$ cat config.mk
export PLATFORM = sky130hd
export DESIGN_NAME = ow_serializer_flat
export DESIGN_NICKNAME = d
export VERILOG_FILES = /design/src/rtl/ow_serializer_pkg.sv /design/src/rtl/ow_serializer_if.sv /design/src/rtl/ow_serializer.sv /design/src/flat_wrapper.sv
export SDC_FILE = /design/constraint.sdc
export NUM_CORES = 1
export LEC_CHECK = 0
export ABC_AREA = 1
export CORE_ASPECT_RATIO = 1.1
export CORE_MARGIN = 1
export CORE_UTILIZATION = 55
export CTS_BUF_LIST = sky130_fd_sc_hd__clkbuf_2
export DETAILED_ROUTE_END_ITERATION = 7
export HOLD_SLACK_MARGIN = 0.12
export PLACE_DENSITY_LB_ADDON = 0.15
export SYNTH_ARGS = -nofsm -noshare
export SYNTH_HDL_FRONTEND = slang
export SYNTH_SLANG_ARGS = --single-unit
$ cat constraint.sdc
create_clock -name clk -period 4.5 [get_ports clk]
set_input_delay 0.9 -clock clk [delete_from_list [all_inputs] [get_ports clk]]
set_output_delay 0.9 -clock clk [all_outputs]
set_load 0.05 [all_outputs]
$ cat src/rtl/ow_serializer_pkg.sv
// Shared types and defaults for the IMC output wrapper (ow_serializer).
// The header helper is used only when OW_HEADER_EN is defined.
package ow_pkg;

   typedef enum logic [1:0] {
      IDLE,
      HDR,
      SEND
   } ow_state_t;

   localparam int W_DEF      = 16;
   localparam int NWORDS_DEF = 4;

   // Header word layout: frame sequence number above the bundle length.
   function automatic logic [15:0] make_hdr(input logic [7:0] seq, input logic [7:0] n);
      return {seq, n};
   endfunction

endpackage

$ cat src/rtl/ow_serializer_if.sv
// Bundle-capture and word-stream signals of the IMC output wrapper.
// master = ow_serializer side, slave = IMC producer plus downstream consumer.
interface ow_serializer_if
   import ow_pkg::*;
#(
   parameter int W      = W_DEF,
   parameter int NWORDS = NWORDS_DEF
);

   logic                imc_done;
   logic [NWORDS*W-1:0] result;
   logic                res_ready;
   logic                dataReady;
   logic [W-1:0]        dataOut;
   logic                dataAccept;

   modport master (
      input  imc_done,
      input  result,
      input  dataAccept,
      output res_ready,
      output dataReady,
      output dataOut
   );

   modport slave (
      output imc_done,
      output result,
      output dataAccept,
      input  res_ready,
      input  dataReady,
      input  dataOut
   );

endinterface

$ cat src/rtl/ow_serializer.sv
// IMC output wrapper: captures one result bundle on imc_done and streams it LSW first over dataReady/dataAccept.
// Define OW_HEADER_EN to prefix every frame with a {seq, NWORDS} header word (needs W >= 16).
module ow_serializer
   import ow_pkg::*;
#(
   parameter int W      = W_DEF,
   parameter int NWORDS = NWORDS_DEF
) (
   input logic             clk,
   input logic             rst,
   ow_serializer_if.master bus
);

   localparam int              IDXW     = (NWORDS > 1) ? $clog2(NWORDS) : 1;
   localparam logic [IDXW-1:0] LAST_IDX = IDXW'(NWORDS - 1);

   ow_state_t           state;
   logic [NWORDS*W-1:0] data_buf;
   logic [IDXW-1:0]     idx;
`ifdef OW_HEADER_EN
   logic [7:0]          seq;
`endif

   function automatic logic [W-1:0] word_at(input logic [NWORDS*W-1:0] b, input logic [IDXW-1:0] k);
      return b[int'(k)*W +: W];
   endfunction

   // The next word is loaded on the same edge that retires the current one, so a
   // consumer holding dataAccept high sees one word per cycle with no bubbles.
   always_ff @(posedge clk or posedge rst) begin
      if (rst) begin
         state         <= IDLE;
         idx           <= '0;
         data_buf      <= '0;
         bus.res_ready <= 1'b1;
         bus.dataReady <= 1'b0;
         bus.dataOut   <= '0;
`ifdef OW_HEADER_EN
         seq           <= '0;
`endif
      end else begin
         case (state)
            IDLE: begin
               if (bus.imc_done) begin
                  data_buf      <= bus.result;
                  idx           <= '0;
                  bus.res_ready <= 1'b0;
                  bus.dataReady <= 1'b1;
`ifdef OW_HEADER_EN
                  state         <= HDR;
                  bus.dataOut   <= W'(make_hdr(seq, 8'(NWORDS)));
`else
                  state         <= SEND;
                  bus.dataOut   <= bus.result[W-1:0];
`endif
               end
            end
`ifdef OW_HEADER_EN
            HDR: begin
               if (bus.dataAccept) begin
                  state       <= SEND;
                  bus.dataOut <= data_buf[W-1:0];
               end
            end
`endif
            SEND: begin
               if (bus.dataAccept) begin
                  if (idx == LAST_IDX) begin
                     state         <= IDLE;
                     idx           <= '0;
                     bus.res_ready <= 1'b1;
                     bus.dataReady <= 1'b0;
                     bus.dataOut   <= '0;
`ifdef OW_HEADER_EN
                     seq           <= seq + 8'd1;
`endif
                  end else begin
                     idx         <= idx + IDXW'(1);
                     bus.dataOut <= word_at(data_buf, idx + IDXW'(1));
                  end
               end
            end
            default: begin
               state         <= IDLE;
               idx           <= '0;
               bus.res_ready <= 1'b1;
               bus.dataReady <= 1'b0;
               bus.dataOut   <= '0;
            end
         endcase
      end
   end

endmodule

$ cat src/flat_wrapper.sv
// flat-port wrapper written by rule: the top's interface ports become plain ports
module ow_serializer_flat import ow_pkg::*;
#(
   parameter int W      = W_DEF,
   parameter int NWORDS = NWORDS_DEF
)
  (clk, rst, bus_imc_done, bus_result, bus_dataAccept, bus_res_ready, bus_dataReady, bus_dataOut);
  ow_serializer_if #(.W(W), .NWORDS(NWORDS)) bus_i ();
  input logic clk;
  input logic rst;
  input wire logic [$bits(bus_i.imc_done)-1:0] bus_imc_done;
  input wire logic [$bits(bus_i.result)-1:0] bus_result;
  input wire logic [$bits(bus_i.dataAccept)-1:0] bus_dataAccept;
  output wire logic [$bits(bus_i.res_ready)-1:0] bus_res_ready;
  output wire logic [$bits(bus_i.dataReady)-1:0] bus_dataReady;
  output wire logic [$bits(bus_i.dataOut)-1:0] bus_dataOut;
  assign bus_i.imc_done = bus_imc_done;
  assign bus_i.result = bus_result;
  assign bus_i.dataAccept = bus_dataAccept;
  assign bus_res_ready = bus_i.res_ready;
  assign bus_dataReady = bus_i.dataReady;
  assign bus_dataOut = bus_i.dataOut;
  ow_serializer #(.W(W), .NWORDS(NWORDS)) u_core (.clk(clk), .rst(rst), .bus(bus_i));
endmodule
; Word-level counts from Yosys, hierarchy flattened
; Index checks and enable logic that the tools add are counted.
[op_classes]
n_shift = 1
eq_ne = 5
reduce_logical = 4
addsub = 1
muxes = 20
[ops]
columns = op, count
row1 = $shiftx 64x7->16, 1
row2 = $mux 16, 3
row3 = $pmux 16 s2, 1
row4 = $mux 2, 6
row5 = $pmux 2 s2, 2
row6 = $mux 1, 6
row7 = $eq 2x2->1 const B, 2
row8 = $ne 2x2->1 const B, 2
row9 = $pmux 1 s2, 2
row10 = $reduce_and 2->1, 2
row11 = $reduce_and 3->1, 1
row12 = $add 2x1->2 const B, 1
row13 = $logic_not 2->1, 1
row14 = $ne 2x1->1 const B, 1
[totals]
register_bits = 86
out_inout_bits = 18

; Longest topological paths before layout
; Gate-level depths: netlist (run 1).
[depth]
word_depth = 5
mapped_depth = 8

; Worst setup path before layout (run 1)
; No wires, ideal clock.
[synth_timing]
path_type = in2reg
from = input port bus_dataAccept
to = register u_core.bus.dataOut[0]
path_stages = 7
slack_ps = 2871
path_buffers = 1
arrival_ps = 1506
path_cell_list = nand2_2 inv_2 nor2_4 inv_4 buf_6 nor2_1 a21oi_1
[synth_between]
elab_chain_cells = 2
[synth_rtl]
columns = element, line_no
row1 = start: declaration, flat_wrapper.sv:13  ; input wire logic [$bits(bus_i.dataAccept)-1:0] bus_dataAccept;
row2 = $ne 2x2->1 (no source line), --
row3 = $reduce_and 2->1 (no source line), --
row4 = end signal: assignment, ow_serializer.sv:54  ; bus.dataOut <= bus.result[W-1:0];
row5 = end signal: assignment, ow_serializer.sv:79  ; bus.dataOut <= word_at(data_buf, idx + IDXW'(1));
row6 = end: declaration, ow_serializer_if.sv:23  ; output dataOut
; Every way passes these cells.
; A chain may end at the register's enable or synchronous reset.

; Worst setup path in the final report (run 1)
[layout_timing]
from = register u_core.bus.res_ready
to = output port bus_res_ready
[layout_rtl]
columns = element, line_no
row1 = start: declaration, ow_serializer_if.sv:21  ; output res_ready,
row2 = start signal: assignment, ow_serializer.sv:35  ; bus.res_ready <= 1'b1;
row3 = start signal: assignment, ow_serializer.sv:47  ; bus.res_ready <= 1'b0;
row4 = start signal: assignment, ow_serializer.sv:71  ; bus.res_ready <= 1'b1;
row5 = end: declaration, flat_wrapper.sv:14  ; output wire logic [$bits(bus_i.res_ready)-1:0] bus_res_ready;
; No word-level cell between the ends.

==> flow_summary.yaml, run 1 <==
worst_setup_path:
  worstPathRequired_ps: 3600
  cp-start-kind: "flip-flop"
  cp.depth: 1
  crit_chain: "clkdlybuf4s50_1"
  crit_fanout: 2
  crit_family: "buffers and inverters"
  worstRegToRegCells: 6
  crit_path_end_kind: "primary output"
  critPathSlowestCell: "clkdlybuf4s50_1"
  critPathArrivalTime_ps: 1910
  critical_path_class: "reg -> out"
  slowest_delay_ps: 790
  path_buf_inv: 1
power:
  internal_power_w: 0.00199
  vdd_drop_max_mv: 0.423
  p_switching_w: 0.00179
  power_leakage_nw: 2.41
  p_clk_share_pct: 10.2
  comb_power_share_pct: 56.1
  pwr_density_cell_mw_per_mm2: 747
  switching_share_pct: 47.4
  pwr-share-seq_pct: 33.7
global_routing:
  grt_overflow: 0
  antenna_found_initial: 0
  grt_first_pass_wirelength_um: 16500
  grtUsageTotal_pct: 27.2
  grt_max_degree: 73
  grt_pass1_vias: 3449
clocking:
  clock_sinks: 84
  post_cts_resized: 0
  cts_hold_buffers: 0
  clk_path_buf_depth: 2
  clk_latency_ps: 530
  cts_max_level: 3
  post-cts-setup-buffer-count: 0
  cts_buffers: 9
  cts_root_buf: "clkbuf_2"
  path_clk_slew_ps: 230
  cts_tree: "done"
die:
  ios: 86
  start_util_pct: 56.7
  die_w_um: 85.5
  die_h_um: 93.8
  dieArea_sq_mm: 0.00802
  coreArea_sq_mm: 0.00743
  rows: 33
detailed_routing:
  first_iter_violations: 229
  routed_via_density: 5.20
  avgRoutedWirePerCell_um: 15.2
  ant_nets: 0
  drt-pass1-iter-count: 4
  wl_um: 10100
  route.vias.total: 3449
  drc: 0
layout:
  nNetsFinal: 641
  fin_cells: 663
  syn2layout_area_growth_pct: 19.9
  fin_util_pct: 68.0
  diodes: 0
  final_common_cell: "nand2_1"
  drive_gt1_share_pct: 14.1
  mostFrequentLayoutCells: "165 x nand2_1, 85 x clkdlybuf4s50_1, 83 x dfrtp_1"
flow_run:
  maxCapViolations: 0
timing:
  hold_viol: 0
  fin_ws_ps: 1690
  setup_viol: 0
  slew_headroom_pct: 34.1
  worst_pin_slew_ps: 988
  rsz0062_at_grt: "false"
  fin_setup_tns_ps: 0
  period_minus_slack_ps: 2810
  finalHoldWorstSlack_ps: 491
  fmax_mhz: 356
  period_share_pct: 62.4
  finClkSkew_ps: 25.4
  slew_violations: 0
placement:
  routabilityCongestion: 0.857
  dp_cells: 648
  dp.final_hpwl_um: 7190
  numPortBuffers: 85
  pre_cts_ws_ps: 1610
logic_synthesis:
  ys.warnings.count: 0
  synth.ff_latch_count: 84
  synth_area_sq_mm: 0.00422
  ys_seq_area_share_pct: 49.9
  synth_nets: 570
  avgSynthCellArea_sq_um: 8.41
  yosysUniqueCellTypes: 22
  synth_cells: 501
run_status:
  status: "finished clean"
hold_path:
  holdPathStages: 2
  min_path_type: "reg -> reg"
==> power by group through the flow <==
stage	Sequential (W)	Clock [W]	Combinational [W]
after floorplan	0.00154	0	0.00136
after global placement	0.00128	0	0.00206
after detailed placement	0.00129	0	0.00212
after CTS	0.00127	0.000387	0.00212
after global routing	0.00130	0.000411	0.00234
final	0.00127	0.000384	0.00212
==> routing by layer <==
metal	wire length, um	global-route usage, %	up-vias
met1	4370	35.3	1629
met4	276	12.6	0
li1	-	-	1695
met3	541	3.08	21
met2	4900	45.9	104
met5	0	0	-
==> worst paths after layout <==
check | from | endpoint | slack, ps
setup reg to reg | u_core.bus.dataReady$_DFFE_PP0P_ | u_core.data_buf[63]$_DFFE_PP0P_ | 2500
hold / removal | u_core.bus.res_ready$_DFFE_PP1P_ | u_core.bus.res_ready$_DFFE_PP1P_ | 490
min in group asynchronous | rst | u_core.data_buf[55]$_DFFE_PP0P_ | 850
hold reg to reg | u_core.bus.res_ready$_DFFE_PP1P_ | u_core.bus.res_ready$_DFFE_PP1P_ | 490
setup / recovery | u_core.bus.res_ready$_DFFE_PP1P_ | bus_res_ready | 1690
max in group asynchronous | rst | u_core.data_buf[30]$_DFFE_PP0P_ | 2700
==> flip-flops by register name, summed over array words and instances, names as in the netlist <==
register              flops
u_core.data_buf          64
u_core.bus.dataOut       16
u_core.idx                2
u_core.bus.dataReady      1
u_core.bus.res_ready      1
==> metrics by stage <==
stage	power, W	area, sq um
2_1_floorplan	0.00290	4220
3_3_place_gp	0.00334	4950
3_5_place_dp	0.00340	4950
4_1_cts	0.00378	5050
5_1_grt	0.00405	5050
6_report	0.00378	5050
==> logic make-up after synthesis <==
logic type,Yosys count,synth area share (%)
adder cells (fa/ha/maj),1,0.297
flip-flops,84,49.9
buffers and inverters,100,12.7
AND/OR/NAND/NOR,217,20.8
AO/OA/AOI/OAI,99,16.3
==> synth_stat cells <==
cell type | n | area, sq um
o21ai_0 | 19 | 95.1
nand2_1 | 165 | 619
clkbuf_1 | 1 | 3.75
ha_1 | 1 | 12.5
inv_4 | 2 | 12.5
o21ai_2 | 51 | 447
dfstp_2 | 1 | 26.3
clkbuf_2 | 1 | 5.00
nor2_2 | 2 | 12.5
nand2_4 | 1 | 11.3
buf_2 | 6 | 30.0
o21ai_1 | 13 | 65.1
inv_2 | 4 | 15.0
inv_1 | 66 | 248
nand2_2 | 1 | 6.26
nor2_1 | 15 | 56.3
dfrtp_1 | 83 | 2080
buf_4 | 1 | 7.51
buf_6 | 19 | 214
nor2_4 | 1 | 11.3
a21oi_1 | 16 | 80.1
nand3_1 | 32 | 160
==> final cells by class <==
class	instances	area (sq um)
Fill cell	650	2380
Sequential cell	84	2100
Multi-Input combinational cell	317	1580
Timing Repair Buffer	88	886
Inverter	72	277
Tap cell	87	109
Clock inverter	5	53.8
Clock buffer	10	50.0
No activity file was read; power rests on OpenSTA's default activity.
==> run 2: changes to the inputs <==
--- a/config.mk
+++ b/config.mk
@@ -8,7 +8,7 @@
 export ABC_AREA = 1
 export CORE_ASPECT_RATIO = 1.1
 export CORE_MARGIN = 1
-export CORE_UTILIZATION = 55
+export CORE_UTILIZATION = 53
 export CTS_BUF_LIST = sky130_fd_sc_hd__clkbuf_2
 export DETAILED_ROUTE_END_ITERATION = 7
 export HOLD_SLACK_MARGIN = 0.12
==> constraint.sdc (replaced) <==
create_clock -name clk -period 2.75 [get_ports clk]
set_input_delay 0.55 -clock clk [delete_from_list [all_inputs] [get_ports clk]]
set_output_delay 0.55 -clock clk [all_outputs]
set_load 0.05 [all_outputs]
==> run 2 against run 1 <==
  * Non-clock buffer count increased by 3
  * Register-to-register slack got worse by 1500 ps
  * Clock skew increased by 15 ps
  * Count of clock-buffer cells in the layout increased by 2
  * Sequential share of layout area decreased by 0.82 points
  * Routed wire length decreased by 2.0%
  * Highest routed layer unchanged
  * Total power increased by 66%
  * Clock power increased by 90%
  * Combinational power increased by 65%
  * First-iteration DRC count increased by 55%
  * Die area increased by 3.7%
  * Hold slack got worse by 110 ps
  * Critical path type unchanged
==> flow_summary.yaml, run 2 (synthesized netlist as in run 1, its figures left out) <==
clocking:
  cts_hold_buffers: 0
  path_clk_slew_ps: 260
  cts_max_level: 3
  cts_buffers: 9
  cts_root_buf: "clkbuf_2"
  post_cts_resized: 0
  cts_tree: "done"
  post-cts-setup-buffer-count: 0
  clock_sinks: 84
  clk_latency_ps: 550
  clk_path_buf_depth: 2
layout:
  final_common_cell: "nand2_1"
  largest_reg_flops: 64
  nNetsFinal: 644
  drive_gt1_share_pct: 14.8
  fin_cells: 685
  diodes: 0
  largest_register: "u_core.data_buf"
  syn2layout_area_growth_pct: 22.3
  fin_util_pct: 67.9
  fillCellCount: 665
  mostFrequentLayoutCells: "165 x nand2_1, 85 x clkdlybuf4s50_1, 83 x dfrtp_1"
  reg.largest.list: "u_core.data_buf: 64 flops, u_core.bus.dataOut: 16 flops, u_core.idx: 2 flops"
die:
  coreArea_sq_mm: 0.00760
  ios: 86
  dieArea_sq_mm: 0.00831
  die_h_um: 95.5
  die_w_um: 87.0
  rows: 33
  start_util_pct: 55.5
timing:
  finClkSkew_ps: 40.3
  setup_viol: 0
  worst_pin_slew_ps: 601
  fin_setup_tns_ps: 0
  period_minus_slack_ps: 2440
  slew_violations: 0
  fmax_mhz: 410
  slew_headroom_pct: 59.9
  fin_ws_ps: 309
  hold_viol: 0
  rsz0062_at_grt: "false"
  period_share_pct: 88.8
worst_setup_path:
  cp-start-kind: "flip-flop"
  slowest_delay_ps: 790
  cp-startpoint: "u_core.bus.res_ready$_DFFE_PP1P_"
  crit_family: "buffers and inverters"
  crit_chain: "clkdlybuf4s50_1"
  worstPathRequired_ps: 2200
  critical_path_class: "reg -> out"
  regToRegEndpoint: "u_core.bus.dataOut[11]$_DFFE_PP0P_"
  crit_fanout: 2
  critPathSlowestCell: "clkdlybuf4s50_1"
  reg2reg_from: "u_core.idx[0]$_DFFE_PP0P_"
  critPathArrivalTime_ps: 1890
  path_buf_inv: 1
  crit_path_end_kind: "primary output"
  r2r_slack_ps: 970
  worstRegToRegCells: 7
power:
  total_power_w: 0.00629
  pwr-share-seq_pct: 32.7
  p_switching_w: 0.00290
  comb_power_share_pct: 55.7
  pwr_density_cell_mw_per_mm2: 1220
  internal_power_w: 0.00339
  power_leakage_nw: 2.45
  p_clk_share_pct: 11.6
  switching_share_pct: 46.1
  vdd_drop_max_mv: 0.815
global_routing:
  grt_max_degree: 85
  grtUsageTotal_pct: 26.4
  antenna_found_initial: 0
  grt_first_pass_wirelength_um: 16400
  grt_pass1_vias: 3487
  grt_overflow: 0
detailed_routing:
  drt-pass1-iter-count: 5
  routed_via_density: 5.12
  avgRoutedWirePerCell_um: 14.4
  first_iter_violations: 354
  route.vias.total: 3507
  ant_nets: 0
  wl_um: 9890
  drc: 0
placement:
  dp_cells: 669
  numPortBuffers: 85
  pre_cts_ws_ps: 596
  routabilityCongestion: 0.852
  dp.final_hpwl_um: 7020
hold_path:
  min_path_type: "in -> async"
run_status:
  status: "finished clean"
flow_run:
  maxCapViolations: 0
==> run 2: changes by cell type in the layout (fill, tap and decap cells not counted) <==
cell       before  now
clkinv_1        1    0
buf_4           2    3
bufinv_16       1    2
clkinv_2        2    1
buf_12          1    3
clkbuf_2       10   12
==> run 2: worst reg2reg max path, cell delays in order (launching register included) <==
cell	delay (ps)
dfrtp_1	400
buf_4	370
inv_2	350
nand2_1	200
nand3_1	80
nand2_1	90
nand2_1	70
a21oi_1	170
==> run 2: through the flow <==
step / hold WS (ps) / area, sq um
final: 382 / 5160
after global routing: 418 / 5160
after CTS: 402 / 5160
after detailed placement: 477 / 5020
after global placement: 459 / 5020
after floorplan: 457 / 4220
==> run 2: layer usage <==
layer	share of wire, %	global-route usage, %
met3	4.7	3.12
met5	0	0
met1	43	34.4
met4	3.5	13.3
met2	49	43.8
==> run 2: final cells by class <==
cell class | instances | area [sq um] | area share [%]
repair buffers | 91 | 933 | 18.1
multi-input cells | 317 | 1580 | 30.6
well taps | 105 | 131 | 2.55
clock inverters | 4 | 75.1 | 1.46
inverters | 72 | 277 | 5.36
clock buffers | 12 | 60.1 | 1.16
flip-flops and latches | 84 | 2100 | 40.8
==> run 2: power by group through the flow <==
stage               sequential, W  combinational [W]  clock (W)
floorplan                 0.00252            0.00223          0
global placement          0.00207            0.00343          0
detailed placement        0.00209            0.00351          0
CTS                       0.00206            0.00352   0.000737
global route              0.00212            0.00386   0.000803
finish                    0.00206            0.00350   0.000730
==> run 2: worst max path at each step <==
stage	endpoint	slack, ps	cells after the start
after global placement	u_core.data_buf[37]$_DFFE_PP0P_	630	6
after global routing	bus_res_ready	230	1
final	bus_res_ready	310	1
after detailed placement	u_core.data_buf[37]$_DFFE_PP0P_	600	6
after CTS	bus_res_ready	290	1
after floorplan	u_core.bus.dataOut[0]$_DFFE_PP0P_	40	1
